### src/rtl/hilo_pkg.sv
// rtl/hilo_pkg.sv - shared types and constants for the HI/LO multiply unit
// Optional MADD/MADDU support in the top is enabled by HILO_MULT_ACCUM_EN.
package hilo_pkg;

  localparam int DEF_WIDTH = 32;
  localparam int LATENCY   = DEF_WIDTH + 2;

  function automatic int cnt_width(input int w);
    return (w > 1) ? $clog2(w) : 1;
  endfunction

  localparam int CNT_W = cnt_width(DEF_WIDTH);

  typedef enum logic [2:0] {
    IDLE,
    RUN,
    FIX,
    ACC,
    WB
  } state_t;

endpackage

### src/rtl/hilo_mul_step.sv
// rtl/hilo_mul_step.sv - one radix-2 shift-add iteration on the product accumulator
module hilo_mul_step #(
  parameter int WIDTH = 32
) (
  input  logic [2*WIDTH-1:0] acc,
  input  logic [WIDTH-1:0]   mcand,
  input  logic               add,
  output logic [2*WIDTH-1:0] acc_next
);

  logic [WIDTH:0] sum;
  logic           unused_lsb;

  // The 65th bit carries the add overflow so the right shift never loses it.
  assign sum        = {1'b0, acc[2*WIDTH-1:WIDTH]} + {1'b0, (add ? mcand : {WIDTH{1'b0}})};
  assign acc_next   = {sum, acc[WIDTH-1:1]};
  assign unused_lsb = acc[0];

endmodule

### src/rtl/hilo_mult_unit.sv
// rtl/hilo_mult_unit.sv - multi-cycle MULT/MULTU with HI/LO registers and move/read stall
// Define HILO_MULT_ACCUM_EN to add the accum port and the MADD/MADDU ACC state.
module hilo_mult_unit
  import hilo_pkg::*;
#(
  parameter int WIDTH = DEF_WIDTH
) (
  input  logic             clk,
  input  logic             reset,
  input  logic             start,
`ifdef HILO_MULT_ACCUM_EN
  input  logic             accum,
`endif
  input  logic             is_signed,
  input  logic [WIDTH-1:0] op_a,
  input  logic [WIDTH-1:0] op_b,
  input  logic             mthi,
  input  logic             mtlo,
  input  logic [WIDTH-1:0] wr_data,
  input  logic             mfhi,
  input  logic             mflo,
  output logic [WIDTH-1:0] rd_data,
  output logic [WIDTH-1:0] hi,
  output logic [WIDTH-1:0] lo,
  output logic             busy,
  output logic             stall,
  output logic             done
);

  localparam int            CW   = cnt_width(WIDTH);
  localparam logic [CW-1:0] LAST = CW'(WIDTH - 1);

  state_t             state;
  logic [2*WIDTH-1:0] acc;
  logic [2*WIDTH-1:0] step_acc;
  logic [WIDTH-1:0]   mcand;
  logic [WIDTH-1:0]   mplier;
  logic [CW-1:0]      cnt;
  logic               neg;
`ifdef HILO_MULT_ACCUM_EN
  logic               accum_q;
`endif

  function automatic logic [WIDTH-1:0] magnitude(input logic [WIDTH-1:0] v, input logic sgn);
    return (sgn && v[WIDTH-1]) ? -v : v;
  endfunction

  hilo_mul_step #(.WIDTH(WIDTH)) u_step (
    .acc      (acc),
    .mcand    (mcand),
    .add      (mplier[cnt]),
    .acc_next (step_acc)
  );

  assign busy    = (state != IDLE);
  assign stall   = busy & (mfhi | mflo | mthi | mtlo);
  assign rd_data = mfhi ? hi : (mflo ? lo : {WIDTH{1'b0}});

  always_ff @(posedge clk or posedge reset) begin
    if (reset) begin
      state   <= IDLE;
      acc     <= '0;
      mcand   <= '0;
      mplier  <= '0;
      cnt     <= '0;
      neg     <= 1'b0;
      hi      <= '0;
      lo      <= '0;
      done    <= 1'b0;
`ifdef HILO_MULT_ACCUM_EN
      accum_q <= 1'b0;
`endif
    end else begin
      done <= 1'b0;
      case (state)
        IDLE: begin
          // Moves issued alongside start land now and are overwritten at WB.
          if (mthi) hi <= wr_data;
          if (mtlo) lo <= wr_data;
          if (start) begin
            mcand   <= magnitude(op_a, is_signed);
            mplier  <= magnitude(op_b, is_signed);
            neg     <= is_signed & (op_a[WIDTH-1] ^ op_b[WIDTH-1]);
            acc     <= '0;
            cnt     <= '0;
`ifdef HILO_MULT_ACCUM_EN
            accum_q <= accum;
`endif
            state   <= RUN;
          end
        end
        RUN: begin
          acc <= step_acc;
          if (cnt == LAST) begin
            cnt   <= '0;
            state <= FIX;
          end else begin
            cnt <= cnt + 1'b1;
          end
        end
        FIX: begin
          if (neg) acc <= -acc;
`ifdef HILO_MULT_ACCUM_EN
          state <= accum_q ? ACC : WB;
`else
          state <= WB;
`endif
        end
        ACC: begin
          acc   <= {hi, lo} + acc;
          state <= WB;
        end
        WB: begin
          hi    <= acc[2*WIDTH-1:WIDTH];
          lo    <= acc[WIDTH-1:0];
          done  <= 1'b1;
          state <= IDLE;
        end
        default: state <= IDLE;
      endcase
    end
  end

endmodule

### config.mk
export PLATFORM = sky130hd
export DESIGN_NAME = hilo_mult_unit
export DESIGN_NICKNAME = d
export VERILOG_FILES = /design/src/rtl/hilo_pkg.sv /design/src/rtl/hilo_mul_step.sv /design/src/rtl/hilo_mult_unit.sv
export SDC_FILE = /design/constraint.sdc
export NUM_CORES = 1
export LEC_CHECK = 0
export CAP_MARGIN = 20
export CORE_MARGIN = 3
export CORE_UTILIZATION = 59
export CTS_BUF_LIST = sky130_fd_sc_hd__clkbuf_8
export DETAILED_ROUTE_END_ITERATION = 12
export GPL_TIMING_DRIVEN = 0
export PLACE_DENSITY = 0.82
export REMOVE_ABC_BUFFERS = 1
export SLEW_MARGIN = 40
export SYNTH_ARGS = -nofsm -noshare
export SYNTH_HDL_FRONTEND = slang
export SYNTH_HIERARCHICAL = 1
export SYNTH_SLANG_ARGS = --single-unit
### constraint.sdc
create_clock -name clk -period 7.9 [get_ports clk]
set_clock_uncertainty 0.05 [all_clocks]
set_input_delay 0.79 -clock clk [delete_from_list [all_inputs] [get_ports clk]]
set_output_delay 0.79 -clock clk [all_outputs]
set_load 0.02 [all_outputs]
## Yosys cells after proc, flatten, opt, wreduce, memory -nomap -nowiden

Cells that the tools add are included.

| word-level totals | value |
|---|---|
| register bits | 202 |
| input port bits | 104 |
| output and inout port bits | 99 |
| logic and storage cells | 67 |

| cells by class | value |
|---|---|
| add/sub/neg operators | 6 |
| magnitude comparators | 1 |
| eq/ne operators | 10 |
| mux-type cells | 21 |
| bitwise gates (word level) | 6 |
| reductions and logical operators | 14 |

Operators with widths:

| operator | number |
|---|---|
| one-hot mux 64 bit (4 select lines) | 1 |
| two-way mux 32 bit | 7 |
| two-way mux 64 bit | 2 |
| one-hot mux 32 bit (2 select lines) | 2 |
| adder 64 bit | 1 |
| negator 32 bit | 2 |
| negator 64 bit | 1 |
| adder 32 x 32 -> 33 bit | 1 |
| two-way mux 5 bit | 2 |
| inequality test 2 bit, second input constant | 5 |
| one-hot mux 5 bit (2 select lines) | 1 |
| AND reduction 2 bit | 5 |
| one-hot mux 3 bit (3 select lines) | 1 |
| == test 3 x 2 -> 1 bit, second input constant | 2 |
| less-than comparator 5 x 6 -> 1 bit, second input constant | 1 |
| two-way mux 3 bit | 2 |
| adder 5 x 1 -> 5 bit, second input constant | 1 |
| binary-select mux 1 bit (select 5 bit) | 1 |
| == test 5 bit, second input constant | 1 |
| nonzero test 2 bit | 2 |
| nonzero test 4 bit | 1 |
| == test 3 x 1 -> 1 bit, second input constant | 1 |
| == test 3 bit, second input constant | 1 |
| logical NOT 3 bit | 1 |
| 8 further kinds | 13 |

## Depth between registers and ports, before layout

| depth | value |
|---|---|
| word-level depth | 5 |
| mapped depth | 17 |
| mapped depth without buffers | 15 |

## Hierarchy

Netlist, hierarchy kept.

Modules (own cells, without submodules):

| module | instances | cells each | area an instance (um^2) | seq. area each (um^2) |
|---|---|---|---|---|
| hilo_mult_unit | 1 | 1,919 | 15,371.0 | 5,054.8 |
| hilo_mul_step | 1 | 291 | 2,098.3 | 0.0 |

## Worst setup path after synthesis

OpenSTA, ideal clock, no wires.

| path | value |
|---|---|
| path type | flip-flop to flip-flop |
| from | register cnt[0] |
| to | register acc[59] |
| library setup time | 138 ps |
| arrival time | 4,451 ps |
| required time | 7,712 ps |
| slack | 3,260 ps |
| cell stages (with the launch flop) | 17 |
| path buffers | 2 |
| clock period less this slack | 4,640 ps |
| cells stage by stage | dfrtp_1 -> buf_1 -> mux4_2 -> mux4_2 -> mux2_2 -> clkbuf_1 -> and2_1 -> ha_1 -> and3_4 -> a22o_1 -> a22oi_4 -> o31ai_4 -> a211oi_2 -> o31a_1 -> xnor2_1 -> a222oi_1 -> o21ai_0 |

| on the way | value |
|---|---|
| word-level cells in the longest chain between the ends | 5 |

Ends and longest elaborated chain:

| what | RTL line | text |
|---|---|---|
| start, declared | hilo_mult_unit.sv:38 | `logic [CW-1:0] cnt;` |
| start signal, assigned | hilo_mult_unit.sv:98 | `cnt <= cnt + 1'b1;` |
| binary-select mux 1 bit (select 5 bit) | hilo_mult_unit.sv:51 | `.add (mplier[cnt]),` |
| two-way mux 1 bit (not written as such) | hilo_mult_unit.sv:51 |  |
| two-way mux 32 bit | hilo_mul_step.sv:15 | `assign sum = {1'b0, acc[2*WIDTH-1:WIDTH]} + {1'b0, (add ? mcand : {WIDTH{1'b0}})};` |
| adder 32 x 32 -> 33 bit | hilo_mul_step.sv:15 |  |
| net step_acc[59] | hilo_mult_unit.sv:35 | `logic [2*WIDTH-1:0] step_acc;` |
| one-hot mux 64 bit (4 select lines) | hilo_mult_unit.sv:75 | `case (state)` |
| end signal, assigned | hilo_mult_unit.sv:93 | `acc <= step_acc;` |
| end signal, assigned | hilo_mult_unit.sv:102 | `if (neg) acc <= -acc;` |
| end signal, assigned | hilo_mult_unit.sv:110 | `acc <= {hi, lo} + acc;` |
| end, declared | hilo_mult_unit.sv:34 | `logic [2*WIDTH-1:0] acc;` |

The timed path passes the listed nets, and every way through them passes these cells. The select of a mux whose other input is x is not followed.
A chain may end at the register's enable or synchronous reset.

## Final worst setup path

| path | value |
|---|---|
| from | register cnt[0] |
| to | register acc[63] |

The elaborated chain is that of the path after synthesis.

==> impl_metrics.ini <==
[logic_synthesis]
synth_most_common_cell = nand2_1
synth_top_area_frac = 0.2894
synth_top_family_by_area = compound AO/OA/AOI/OAI gates
netlist_area_sq_mm = 0.01747
synthArstFlopShare = 1.000
synth-edff-count = 0
syn_inst = 2210
synth_compound_area_frac = 0.2732
synth.distinct_cells = 90
synth_ff_type = dfrtp_1
ys_seq_area_frac = 0.2894
muxShareOfSynthArea = 0.01526
postSynthAreaPerCell_sq_um = 7.905
synth_xor_area_frac = 0.08623
synth_common_cells = nand2_1, o21ai_0, a21oi_1
ys_seq_elements = 202
post-synth-top-area-cell = dfrtp_1
synth_fa_ha_area_frac = 0.07391
synth-simple-area-share = 0.2098
synth_area_leaders = dfrtp_1, o21ai_0, ha_1
yosysWarnings = 6

[route]
vias = 17800
drc = 0
wl_um = 57880
wl_per_cell_um = 21.42
drt-vias-per-instance = 6.588
detail_route.first_pass.iterations = 6
postRouteAntennaNets = 0
drt_iter0_drc = 2037

[setup_path]
crit_path_end_kind = flip-flop
cp_max_fo = 32
worstPathRequired_ps = 8270
arrival_ps = 5810
path_class = flip-flop to flip-flop
crit_path_start_kind = flip-flop

[timing]
min_period_over_period = 0.6893
finalHoldViolations = 0
rsz0062_at_grt = no
period_minus_slack_ps = 5446
finalMaxSlewViolations = 0
setup_viol = 0
max_slew_margin = 0.3846
fin_ws_ps = 2454
tightest_slew_ps = 915.3
fmax_mhz = 183.6

[placed_design]
port_buffers = 202
dp_hpwl_um = 43890
finalWeightedCongestion = 0.9833
placed_cell_area_sq_mm = 0.01957
place_ws_ps = 2575

[floorplanning]
die_w_um = 178.1
row_count = 62
core_area_sq_mm = 0.02894
io_pins = 203
die_area_sq_mm = 0.03171
die_h_um = 178.1
start_util = 0.6037

[clock_tree]
cts-resized-gates = 0
clk_pin_slew_ps = 70
clk_latency_ps = 560
clock-sinks = 202
cts_tree = built
cts_made_buffers = 38
cts-hold-fix-buffers = 0
cts_setup_buffers = 0
htree_levels = 2
clock_path_buffers = 3
cts-root-buf = clkbuf_8

[finish]
utilization = 0.7038
n_antenna_cell = 0
stdcell_area_sq_mm = 0.02036
fill_cells = 2313
drive_gt1_frac = 0.06385
nets = 2499
synthToLayoutAreaGrowth_pct = 16.57

[status]
status = completed

[global_route]
grt_max_degree = 82
grt_pass1_vias = 17161
antenna_found_initial = 0
grtUsageTotal = 0.3585
grt_pass1_wl_um = 91250
grt.overflow.total = 0

[power]
power.density_mw_per_mm2 = 472.3
total_leakage_power_nw = 8.706
p_comb_frac = 0.657
peakVddDrop_mv = 0.2408
pwr-share-clk = 0.110
seqPwrFrac = 0.233
intPower_mw = 4.686
p_sw_mw = 4.932
switching_share = 0.5128

[hold_path]
min_path_type = flip-flop to flip-flop

[flow_run]
maxCapViolCount = 0
[flip-flops by register name, indices dropped and copies added (netlist names), 3 cells and up]
signal and count:
mcand 32, lo 32, acc 64, state 3, cnt 5, hi 32, mplier 32
[placed cells by master, fill, tap and decap left out, types with 6 or more instances in the layout]
master             n
a21oi_1          217
nand2_1          276
o221ai_1          12
or4_1             11
a31oi_1           15
xnor2_1           84
nand4_1           35
nor2b_1           44
o21bai_1          17
nor4_1            27
nor2_1           108
a22oi_1           15
and3_1            20
buf_8              6
o22ai_1            7
clkbuf_8          48
nand3_1           32
or3_1             14
and2_1            44
a22o_1            33
inv_1             44
clkdlybuf4s50_1  201
a21o_1            28
nor3_1            65
ha_1             100
a211oi_1          15
mux4_2            10
o211ai_1          14
a222oi_1          18
o31ai_1           21
xor2_1            88
a221oi_1          11
dfrtp_1          201
or2_2              8
o21ai_0          271
nand2b_1          15
o21a_1             9
[per-layer routing]
layer,GRT usage,part of all wire,vias to the layer above
met5,0,0,-
met4,0.1482,0.041,0
met3,0.04619,0.081,154
met2,0.5942,0.47,860
met1,0.4739,0.41,8534
li1,-,-,8252
[through the flow]
stage                     total power, mW  cells  hold WS, ps  setup TNS [ps]
after floorplan                     6.323   2036        388.3               0
after global placement              8.154   2622        404.8         -222490
after detailed placement            8.365   2636        412.6               0
after CTS                           9.467   2701        424.9               0
after global routing                10.30   2702        446.2               0
final                               9.617   2702        420.1               0
[cells by family (layout without fill, tap and decap cells)]
| family | Yosys count | count (layout) |
|---|---|---|
| xor+xnor | 172 | 172 |
| simple gates | 741 | 741 |
| flops | 202 | 202 |
| buf+inv | 208 | 316 |
| mux | 14 | 14 |
| compound gates | 771 | 771 |
| fa+ha+maj | 102 | 102 |
[worst max-delay path, cell delays in order (launching register included)]
cell,delay (ps)
dfrtp_1,780
mux4_2,640
mux4_2,480
mux2_2,440
and2_1,270
ha_1,240
fa_1,430
a21oi_1,280
o21ai_2,150
a22oi_4,240
o31ai_4,110
a211oi_2,380
o31a_1,250
o21ai_1,70
a222oi_1,360
o21ai_1,110
[power by group through the flow]
stage | sequential [mW] | combinational, mW | clock (mW)
after CTS | 2.21 | 6.20 | 1.06
after global placement | 2.19 | 5.96 | 0
after detailed placement | 2.22 | 6.15 | 0
after global routing | 2.30 | 6.89 | 1.11
after floorplan | 2.12 | 4.21 | 0
final | 2.24 | 6.32 | 1.06
[final timing paths]
kind / startpoint / to / slack (ps) / depth (start not counted)
worst max-delay path: cnt[0] / acc[63] / 2450 / 15
worst min-delay path: mcand[16] / mcand[16] / 420 / 2
worst max register to register: cnt[0] / acc[63] / 2450 / 15
worst min register to register: mcand[16] / mcand[16] / 420 / 2
max in group asynchronous: reset / acc[63] / 6100 / 4
min in group asynchronous: reset / acc[1] / 660 / 2
[area by class of cell]
type,instances,area (sq um),share of cell area
clock buffers,48,660.6,0.03244
clock inverters,17,112.6,0.005530
inverters,34,135.1,0.006636
multi-input cells,1800,11610,0.5700
flip-flops and latches,202,5056,0.2483
well taps,384,480.5,0.02359
repair buffers,217,2312,0.1135
No activity file was read; power rests on OpenSTA's default activity.
